[src/rtl/alu_pkg.sv]
// Shared opcode map and FSM state type for the multi-cycle ALU slice.
// Imported by the ALU top, its iterative datapath and the decode/writeback logic.
package alu_pkg;

   localparam logic [4:0] ALU_ADD = 5'b00000;
   localparam logic [4:0] ALU_SUB = 5'b00001;
   localparam logic [4:0] ALU_MUL = 5'b00010;
   localparam logic [4:0] ALU_DIV = 5'b00011;
   localparam logic [4:0] ALU_NOT = 5'b00100;
   localparam logic [4:0] ALU_AND = 5'b00101;
   localparam logic [4:0] ALU_OR  = 5'b00110;
   localparam logic [4:0] ALU_XOR = 5'b00111;
   localparam logic [4:0] ALU_SLL = 5'b01000;
   localparam logic [4:0] ALU_SRL = 5'b01001;
   localparam logic [4:0] ALU_LT  = 5'b01010;
   localparam logic [4:0] ALU_GT  = 5'b01011;
   localparam logic [4:0] ALU_EQ  = 5'b01100;
   localparam logic [4:0] ALU_LE  = 5'b01101;
   localparam logic [4:0] ALU_GE  = 5'b01110;
   localparam logic [4:0] ALU_NE  = 5'b01111;

   typedef enum logic [1:0] {
      ST_IDLE = 2'd0,
      ST_MUL  = 2'd1,
      ST_DIV  = 2'd2
   } alu_state_t;

endpackage

[src/rtl/alu_iter_muldiv.sv]
// Iterative unsigned multiply (shift-add) / restoring divide, one result bit per clock.
// lo/hi present the accumulator after the current step; fin marks the final step.
module alu_iter_muldiv #(
   parameter int WIDTH = 32
) (
   input  logic             clock,
   input  logic             reset,
   input  logic             go,
   input  logic             is_div,
   input  logic [WIDTH-1:0] op1,
   input  logic [WIDTH-1:0] op2,
   output logic             fin,
   output logic [WIDTH-1:0] lo,
   output logic [WIDTH-1:0] hi
);

   localparam int CNT_W = $clog2(WIDTH);

   logic             run;
   logic             div_mode;
   logic [CNT_W-1:0] cnt;
   logic [WIDTH-1:0] opnd;
   logic [WIDTH-1:0] acc_hi;
   logic [WIDTH-1:0] acc_lo;
   logic [WIDTH:0]   mul_sum;
   logic [WIDTH:0]   div_shift;
   logic [WIDTH-1:0] div_rem;
   logic             div_borrow_unused;
   logic             div_fits;

   assign mul_sum   = {1'b0, acc_hi} + {1'b0, (acc_lo[0] ? opnd : {WIDTH{1'b0}})};
   assign div_shift = {acc_hi, acc_lo[WIDTH-1]};
   assign div_fits  = (div_shift >= {1'b0, opnd});
   assign {div_borrow_unused, div_rem} = div_shift - {1'b0, opnd};

   always_comb begin
      if (div_mode) begin
         hi = div_fits ? div_rem : div_shift[WIDTH-1:0];
         lo = {acc_lo[WIDTH-2:0], div_fits};
      end else begin
         hi = mul_sum[WIDTH:1];
         lo = {mul_sum[0], acc_lo[WIDTH-1:1]};
      end
   end

   assign fin = run && (cnt == '0);

   // A zero divisor is replaced by 1 so the quotient falls out as op1 with remainder 0.
   always_ff @(posedge clock) begin
      if (reset) begin
         run      <= 1'b0;
         div_mode <= 1'b0;
         cnt      <= '0;
         opnd     <= '0;
         acc_hi   <= '0;
         acc_lo   <= '0;
      end else if (go) begin
         run      <= 1'b1;
         div_mode <= is_div;
         cnt      <= CNT_W'(WIDTH - 1);
         opnd     <= (is_div && (op2 == '0)) ? {{(WIDTH-1){1'b0}}, 1'b1} : op2;
         acc_hi   <= '0;
         acc_lo   <= op1;
      end else if (run) begin
         acc_hi <= hi;
         acc_lo <= lo;
         cnt    <= cnt - CNT_W'(1);
         if (cnt == '0) run <= 1'b0;
      end
   end

endmodule

[src/rtl/alu_multicycle.sv]
// Registered ALU with start/busy/done handshake; mul/div run through alu_iter_muldiv.
// Define ALU_MULTICYCLE_HI_EN to add result_hi (mul upper half, div remainder).
//
// state   | meaning
// ST_IDLE | waiting for start; single-cycle ops complete here
// ST_MUL  | shift-add multiply in progress, busy=1
// ST_DIV  | restoring divide in progress, busy=1
module alu_multicycle
   import alu_pkg::*;
#(
   parameter int WIDTH   = 32,
   parameter int SHAMT_W = 5
) (
   input  logic               clock,
   input  logic               reset,
   input  logic               start,
   input  logic [4:0]         OPcode,
   input  logic [WIDTH-1:0]   op1,
   input  logic [WIDTH-1:0]   op2,
   input  logic [SHAMT_W-1:0] shamt,
   output logic               busy,
   output logic               done,
   output logic [WIDTH-1:0]   result,
   output logic               zero,
   output logic               overflow_add,
   output logic               overflow_sub,
   output logic               div_zero
`ifdef ALU_MULTICYCLE_HI_EN
   ,
   output logic [WIDTH-1:0]   result_hi
`endif
);

   alu_state_t       state;
   logic             accept;
   logic             is_div_op;
   logic             is_iter;
   logic [WIDTH-1:0] sum;
   logic [WIDTH-1:0] diff;
   logic [WIDTH-1:0] sc_result;
   logic             ovf_add_c;
   logic             ovf_sub_c;
   logic             pend_add;
   logic             pend_sub;
   logic             pend_dz;
   logic             iter_fin;
   logic [WIDTH-1:0] iter_lo;
`ifdef ALU_MULTICYCLE_HI_EN
   logic [WIDTH-1:0] iter_hi;
`else
   logic [WIDTH-1:0] iter_hi_unused;
`endif

   assign busy      = (state != ST_IDLE);
   assign accept    = start && (state == ST_IDLE);
   assign is_div_op = (OPcode == ALU_DIV);
   assign is_iter   = (OPcode == ALU_MUL) || is_div_op;
   assign sum       = op1 + op2;
   assign diff      = op1 - op2;
   assign ovf_add_c = (op1[WIDTH-1] == op2[WIDTH-1]) && (sum[WIDTH-1]  != op1[WIDTH-1]);
   assign ovf_sub_c = (op1[WIDTH-1] != op2[WIDTH-1]) && (diff[WIDTH-1] != op1[WIDTH-1]);

   always_comb begin
      sc_result = '0;
      case (OPcode)
         ALU_ADD: sc_result = sum;
         ALU_SUB: sc_result = diff;
         ALU_NOT: sc_result = ~op1;
         ALU_AND: sc_result = op1 & op2;
         ALU_OR:  sc_result = op1 | op2;
         ALU_XOR: sc_result = op1 ^ op2;
         ALU_SLL: sc_result = op1 << shamt;
         ALU_SRL: sc_result = op1 >> shamt;
         ALU_LT:  sc_result = {{(WIDTH-1){1'b0}}, (op1 <  op2)};
         ALU_GT:  sc_result = {{(WIDTH-1){1'b0}}, (op1 >  op2)};
         ALU_EQ:  sc_result = {{(WIDTH-1){1'b0}}, (op1 == op2)};
         ALU_LE:  sc_result = {{(WIDTH-1){1'b0}}, (op1 <= op2)};
         ALU_GE:  sc_result = {{(WIDTH-1){1'b0}}, (op1 >= op2)};
         ALU_NE:  sc_result = {{(WIDTH-1){1'b0}}, (op1 != op2)};
         default: sc_result = '0;
      endcase
   end

   alu_iter_muldiv #(.WIDTH(WIDTH)) u_iter (
      .clock  (clock),
      .reset  (reset),
      .go     (accept && is_iter),
      .is_div (is_div_op),
      .op1    (op1),
      .op2    (op2),
      .fin    (iter_fin),
      .lo     (iter_lo),
`ifdef ALU_MULTICYCLE_HI_EN
      .hi     (iter_hi)
`else
      .hi     (iter_hi_unused)
`endif
   );

   // Flags for mul/div are taken from the operands at acceptance and published at completion.
   always_ff @(posedge clock) begin
      if (reset) begin
         state        <= ST_IDLE;
         done         <= 1'b0;
         result       <= '0;
         zero         <= 1'b1;
         overflow_add <= 1'b0;
         overflow_sub <= 1'b0;
         div_zero     <= 1'b0;
         pend_add     <= 1'b0;
         pend_sub     <= 1'b0;
         pend_dz      <= 1'b0;
`ifdef ALU_MULTICYCLE_HI_EN
         result_hi    <= '0;
`endif
      end else begin
         done <= 1'b0;
         case (state)
            ST_IDLE: begin
               if (accept) begin
                  if (is_iter) begin
                     state    <= is_div_op ? ST_DIV : ST_MUL;
                     pend_add <= ovf_add_c;
                     pend_sub <= ovf_sub_c;
                     pend_dz  <= (op2 == '0);
                  end else begin
                     done         <= 1'b1;
                     result       <= sc_result;
                     zero         <= (sc_result == '0);
                     overflow_add <= ovf_add_c;
                     overflow_sub <= ovf_sub_c;
                     div_zero     <= 1'b0;
`ifdef ALU_MULTICYCLE_HI_EN
                     result_hi    <= '0;
`endif
                  end
               end
            end
            default: begin
               if (iter_fin) begin
                  state        <= ST_IDLE;
                  done         <= 1'b1;
                  result       <= iter_lo;
                  zero         <= (iter_lo == '0);
                  overflow_add <= pend_add;
                  overflow_sub <= pend_sub;
                  div_zero     <= (state == ST_DIV) && pend_dz;
`ifdef ALU_MULTICYCLE_HI_EN
                  result_hi    <= iter_hi;
`endif
               end
            end
         endcase
      end
   end

endmodule
[config.mk]
export PLATFORM = sky130hd
export DESIGN_NAME = alu_multicycle
export DESIGN_NICKNAME = d
export VERILOG_FILES = /design/src/rtl/alu_pkg.sv /design/src/rtl/alu_iter_muldiv.sv /design/src/rtl/alu_multicycle.sv
export SDC_FILE = /design/constraint.sdc
export NUM_CORES = 1
export LEC_CHECK = 0
export ABC_AREA = 0
export ABC_CLOCK_PERIOD_IN_PS = 4350
export CAP_MARGIN = 10
export CORE_UTILIZATION = 35
export CTS_CLUSTER_SIZE = 28
export DETAILED_ROUTE_END_ITERATION = 7
export SLEW_MARGIN = 20
export SYNTH_ARGS = -nofsm -noshare
export SYNTH_HDL_FRONTEND = slang
export SYNTH_SLANG_ARGS = --single-unit
[constraint.sdc]
create_clock -name clock -period 4.35 [get_ports clock]
set_clock_uncertainty 0.1 [all_clocks]
set_input_delay 1.0875 -clock clock [delete_from_list [all_inputs] [get_ports clock]]
set_output_delay 1.0875 -clock clock [all_outputs]
set_load 0.02 [all_outputs]
Word-level counts from Yosys, hierarchy flattened

Index checks and enable logic that the tools add are counted.
W data, S select, Z words.

Input port bits: 77
Logic and storage cells: 120
Register bits: 145
Output and inout bits: 38

Reductions and logical operators: 21
Bitwise operators: 4
$lt $le $gt $ge: 5
Shift-type cells: 2
Equality and inequality tests: 25
Multiplexer cells: 42
$add $sub $neg: 5

Operator list:

| operator             | number |
|---|---|
| $pmux W32 S14        | 1 |
| $mux W32             | 11 |
| $logic_not A32 Y1    | 3 |
| $sub A32 B32 Y32     | 2 |
| $eq A5 B4 Y1 const B | 8 |
| $add A32 B32 Y33     | 1 |
| $ge A33 B32 Y1       | 1 |
| $add A32 B32 Y32     | 1 |
| $and A32 B32 Y32     | 1 |
| $eq A32 B32 Y1       | 1 |
| $ge A32 B32 Y1       | 1 |
| $gt A32 B32 Y1       | 1 |
| $le A32 B32 Y1       | 1 |
| $lt A32 B32 Y1       | 1 |
| $ne A32 B32 Y1       | 1 |
| $not A32 Y32         | 1 |
| $or A32 B32 Y32      | 1 |
| $shl A32 B5 Y32      | 1 |
| $shr A32 B5 Y32      | 1 |
| $xor A32 B32 Y32     | 1 |
| $mux W1              | 23 |
| $eq A5 B3 Y1 const B | 4 |
| $eq A5 B2 Y1 const B | 2 |
| $logic_not A5 Y1     | 2 |
| 14 further kinds     | 33 |

Depth between registers and ports, before layout

Gate-level depths: netlist (run 1).

Word-level depth: 6
Gate-level depth with buffers: 17
Depth with buffers taken out: 16

Cells and area by module

Synthesis (run 1) repeated with hierarchy kept, for this count alone.

Cell total of the unflattened synthesis: 2,843
Area total of the unflattened synthesis: 20,276.9 um2

By module, submodules not included:

| module          | cells each | area each (um2) | instances | sequential area each (um2) |
|---|---|---|---|---|
| alu_multicycle  | 1,647      | 11,410.9        | 1         | 840.8 |
| alu_iter_muldiv | 1,196      | 8,866.0         | 1         | 2,062.0 |

Worst setup path before layout (run 1)

OpenSTA, ideal clock, no wires.

Path type: input to register
Start: input op1[2]
End: register zero
Path slack: -0.211 ns
Data arrival time: 4.334 ns
Setup time: 0.127 ns
Buffers on the path: 2
Data required time: 4.123 ns
Cell stages on the path: 16
Cell sequence: clkbuf_1 > inv_1 > ha_1 > buf_2 > o21a_1 > a2111oi_2 > o21a_1 > o211a_1 > o21a_1 > o31ai_1 > o41a_1 > or4_1 > nand4_1 > a2bb2oi_1 > nand2b_1 > o21ai_1

Word-level cells in the longest chain between the ends: 6
Elaborated cells on any way between the ends: 19
Classes of those cells: add/sub (2); order compare (4); eq/ne (2); shift (2); mux (4); bitwise (4); reduce/logical (1)

Ends and longest elaborated chain:

| element                                  | line                  | source |
|---|---|---|
| from (decl)                              | alu_multicycle.sv:18  | `input logic [WIDTH-1:0] op1,` |
| $sub A32 B32 Y32 (tied with other cells) | alu_multicycle.sv:59  | `assign diff = op1 - op2;` |
| $pmux W32 S14 (*)                        | alu_multicycle.sv:65  | `case (OPcode)` |
| $logic_not A32 Y1 (*)                    | alu_multicycle.sv:129 | `zero <= (sc_result == '0);` |
| $mux W1 (*)                              | alu_multicycle.sv:121 | `if (is_iter) begin` |
| $mux W1 (*)                              | alu_multicycle.sv:120 | `if (accept) begin` |
| $mux W1 (*)                              | alu_multicycle.sv:118 | `case (state)` |
| to (signal assigned)                     | alu_multicycle.sv:129 |  |
| to (signal assigned)                     | alu_multicycle.sv:144 | `zero <= (iter_lo == '0);` |
| to (decl)                                | alu_multicycle.sv:24  | `output logic zero,` |

Every way passes the cells marked *; elsewhere a longest branch is shown, timed or not. The select of a mux whose other input is x is not followed.
A chain may end at the register's enable or synchronous reset.

Worst setup path in the final report (run 1)

Start: input op1[21]
End: register zero

Same word-level chain as after synthesis.

==> results.yml, run 1 <==
outcome:
  status: "finished, violations left"
  violations: "setup timing"
drt:
  vias: 25072
  drtIter0Drc: 2503
  drt-vias-per-instance: 6.10
  dr.pass1.iters: 6
  drc: 0
  wl_per_cell_um: 27.3
  ant_nets: 0
  totalWireLength_mm: 112
place:
  pre_cts_slack_ns: -1.13
  gp_congestion: 1.08
  hpwl_mm: 91.6
  port_buffers: 114
yosys:
  synth_edf_count: 0
  ys_seq_area_frac: 0.145
  synth.most_common_cell: "nand2_1"
  synthFlopType: "dfxtp_1"
  netlist_top_cells_area: "dfxtp_1 (15%), ha_1 (11%), mux4_2 (9.0%), a21oi_1 (6.0%), nand2_1 (5.1%)"
  ys_top_cells_by_count: "nand2_1 (270), a21oi_1 (238), nor2_1 (208)"
  syn_nets: 2926
  synth_cell_type_count: 88
  synth_area_mm2: 0.0200
  ys_ff_latch: 145
  async_reset_ff_frac: 0
  synth_top_area_frac: 0.145
  syn_area_per_cell_um2: 7.46
  synthCells: 2676
  synth_area_leader_cell: "dfxtp_1"
  yosysWarnings: 0
clock_network:
  clockRootBuffer: "clkbuf_16"
  cts.clk_slew.worst_paths_ns: 0.08
  cts_max_level: 4
  clk_path_buf_depth: 2
  clock-sinks: 145
  tritoncts: "built"
  cts-buffers-inserted: 17
  clkLatencyLatePin_ns: 0.46
power_and_ir_drop:
  peakVddDrop_mv: 0.300
  p_per_area_mw_per_mm2: 207
  p_leak_nw: 12.1
worst_setup_path:
  cp_top_family: "multiplexers"
  cp_max_fo: 14
  cp.required_ns: 4.65
  slowest_delay_ns: 0.62
  worst_path_max_delay_cell: "mux4_2"
  critPathKind: "in2reg"
  worst-endpoint-arrival_ns: 4.78
  crit_path_cell_trace: "clkdlybuf4s50_1, buf_6, mux4_2, mux4_2, a211o_1, or3_1, a211oi_2, o21ai_1, nor4_2, nand4_1, nor3_2, buf_4, nand4_1, o21ai_1"
  worst-path-buf-inv: 3
  worstSetupEndpointType: "register"
  worstSetupStartpointType: "input port"
floorplanning:
  initial_utilization: 0.354
  die_x_um: 241
  die_area_mm2: 0.0580
  core_area_mm2: 0.0564
  pin_count: 115
  rows: 87
  die_y_um: 241
layout:
  post-route-util: 0.511
  fin_nets: 3584
  final_layout_size_suffix_gt1_frac: 0.327
  syn2layout_area_growth_pct: 44.4
timing:
  setup_ws_ns: -0.123
  drv_slew: 0
  relSlewSlack: 0.434
  min_period_ns: 4.47
  rsz0062_at_grt: "yes"
  finalHoldViolations: 0
  tightest_slew_ns: 0.838
  fmaxAchievable_ghz: 0.224
  finalSetupViolations: 3
  finalCritPeriodShare: 1.03
global_route:
  antenna_found_initial: 6
  grt_pass1_wl_mm: 162
  overflow: 0
  grt_start_max_net_pins: 68
  track_usage: 0.382
  grt_pass1_vias: 24193
run:
  max-cap-violations: 0
min_path:
  hold_class: "reg2reg"
cell usage in the layout, fill, tap and decap left out, drive strengths merged, types with 80 or more instances in the layout:
cell type	instances
dfxtp	145
o21ai	141
nand2	270
o211ai	102
nor2	208
buf	757
inv	172
mux4	80
mux2i	96
ha	169
a21oi	239
kinds of logic (layout without fill, tap and decap cells):
logic type / Yosys count / after routing / synth area share
compound gates: 877 / 877 / 0.295
xor+xnor: 56 / 56 / 0.0246
fa+ha+maj: 173 / 173 / 0.110
buf+inv: 393 / 1064 / 0.0797
flops: 145 / 145 / 0.145
mux: 188 / 188 / 0.145
other cells: 0 / 4 / 0
simple gates: 844 / 844 / 0.200
per-layer routing:
metal	routed length, µm	track usage	part of all wire	vias to the layer above
li1	-	-	-	11300
met1	46100	0.484	0.41	12295
met2	51300	0.619	0.46	1210
met3	8260	0.0645	0.074	265
met4	6500	0.200	0.058	2
met5	42	0	0.00037	-
worst paths after layout:
kind | from | endpoint | cells after the start | slack (ns)
setup / recovery | op1[21] | zero | 14 | -0.12
hold / removal | result[20] | result[20] | 2 | 0.36
setup reg to reg | u_iter.acc_lo[0] | u_iter.acc_hi[30] | 17 | 0.32
hold reg to reg | result[20] | result[20] | 2 | 0.36
final cells by class:
class / instances / area (µm²)
clock buffers: 19 / 443
flip-flops and latches: 145 / 2910
well taps: 756 / 946
inverters: 167 / 632
clock inverters: 13 / 143
repair buffers: 865 / 7140
fillers: 5542 / 27600
multi-input cells: 2138 / 16600
diodes: 4 / 10.0
worst min-delay path: stages (launching register included):
cell	delay [ns]
dfxtp_1	0.31
nand2_1	0.05
a21oi_1	0.05
where the power goes:
| part | switching, mW | internal (mW) | total (mW) | leakage, nW |
|---|---|---|---|---|
| registers | 0.0328 | 1.37 | 1.40 | 1.18 |
| logic | 1.70 | 1.37 | 3.07 | 10.6 |
| clock network | 0.679 | 0.825 | 1.50 | 0.283 |
registers in the layout, indices dropped and copies added, names as in the netlist, 2 cells and up:
register       cells
u_iter.opnd       32
u_iter.acc_lo     32
u_iter.cnt         5
u_iter.acc_hi     32
state              2
result            32
through the flow:
step	hold slack, ns	instances	instance area [µm²]	TNS (ns)	power, mW
6_report	0.357	4107	28800	-0.135	5.98
2_1_floorplan	0.337	2676	20100	-0.0409	2.74
3_3_place_gp	0.346	4032	26700	-20.34	4.18
3_5_place_dp	0.349	4032	26700	-20.83	4.17
5_1_grt	0.372	4105	28800	-0.500	6.18
4_1_cts	0.357	4086	28100	-0.0723	5.82
what timing repair did:
| item | CTS | global route |
|---|---|---|
| buffers inserted | 22 | 17 |
| gates resized for setup | 173 | 137 |
| hold buffers | 0 | 0 |
| pin swaps | 55 | 41 |
| endpoints found under the setup margin | 25 | 25 |
(Power assumes the default switching activity.)
==> run 2: changes to the inputs <==
--- a/config.mk
+++ b/config.mk
@@ -6,7 +6,6 @@
 export NUM_CORES = 1
 export LEC_CHECK = 0
 export ABC_AREA = 0
-export ABC_CLOCK_PERIOD_IN_PS = 4350
 export CAP_MARGIN = 10
 export CORE_UTILIZATION = 35
 export CTS_CLUSTER_SIZE = 28
==> results of run 2 <==
Final layout, timing and power as in run 1 (identical DEF).
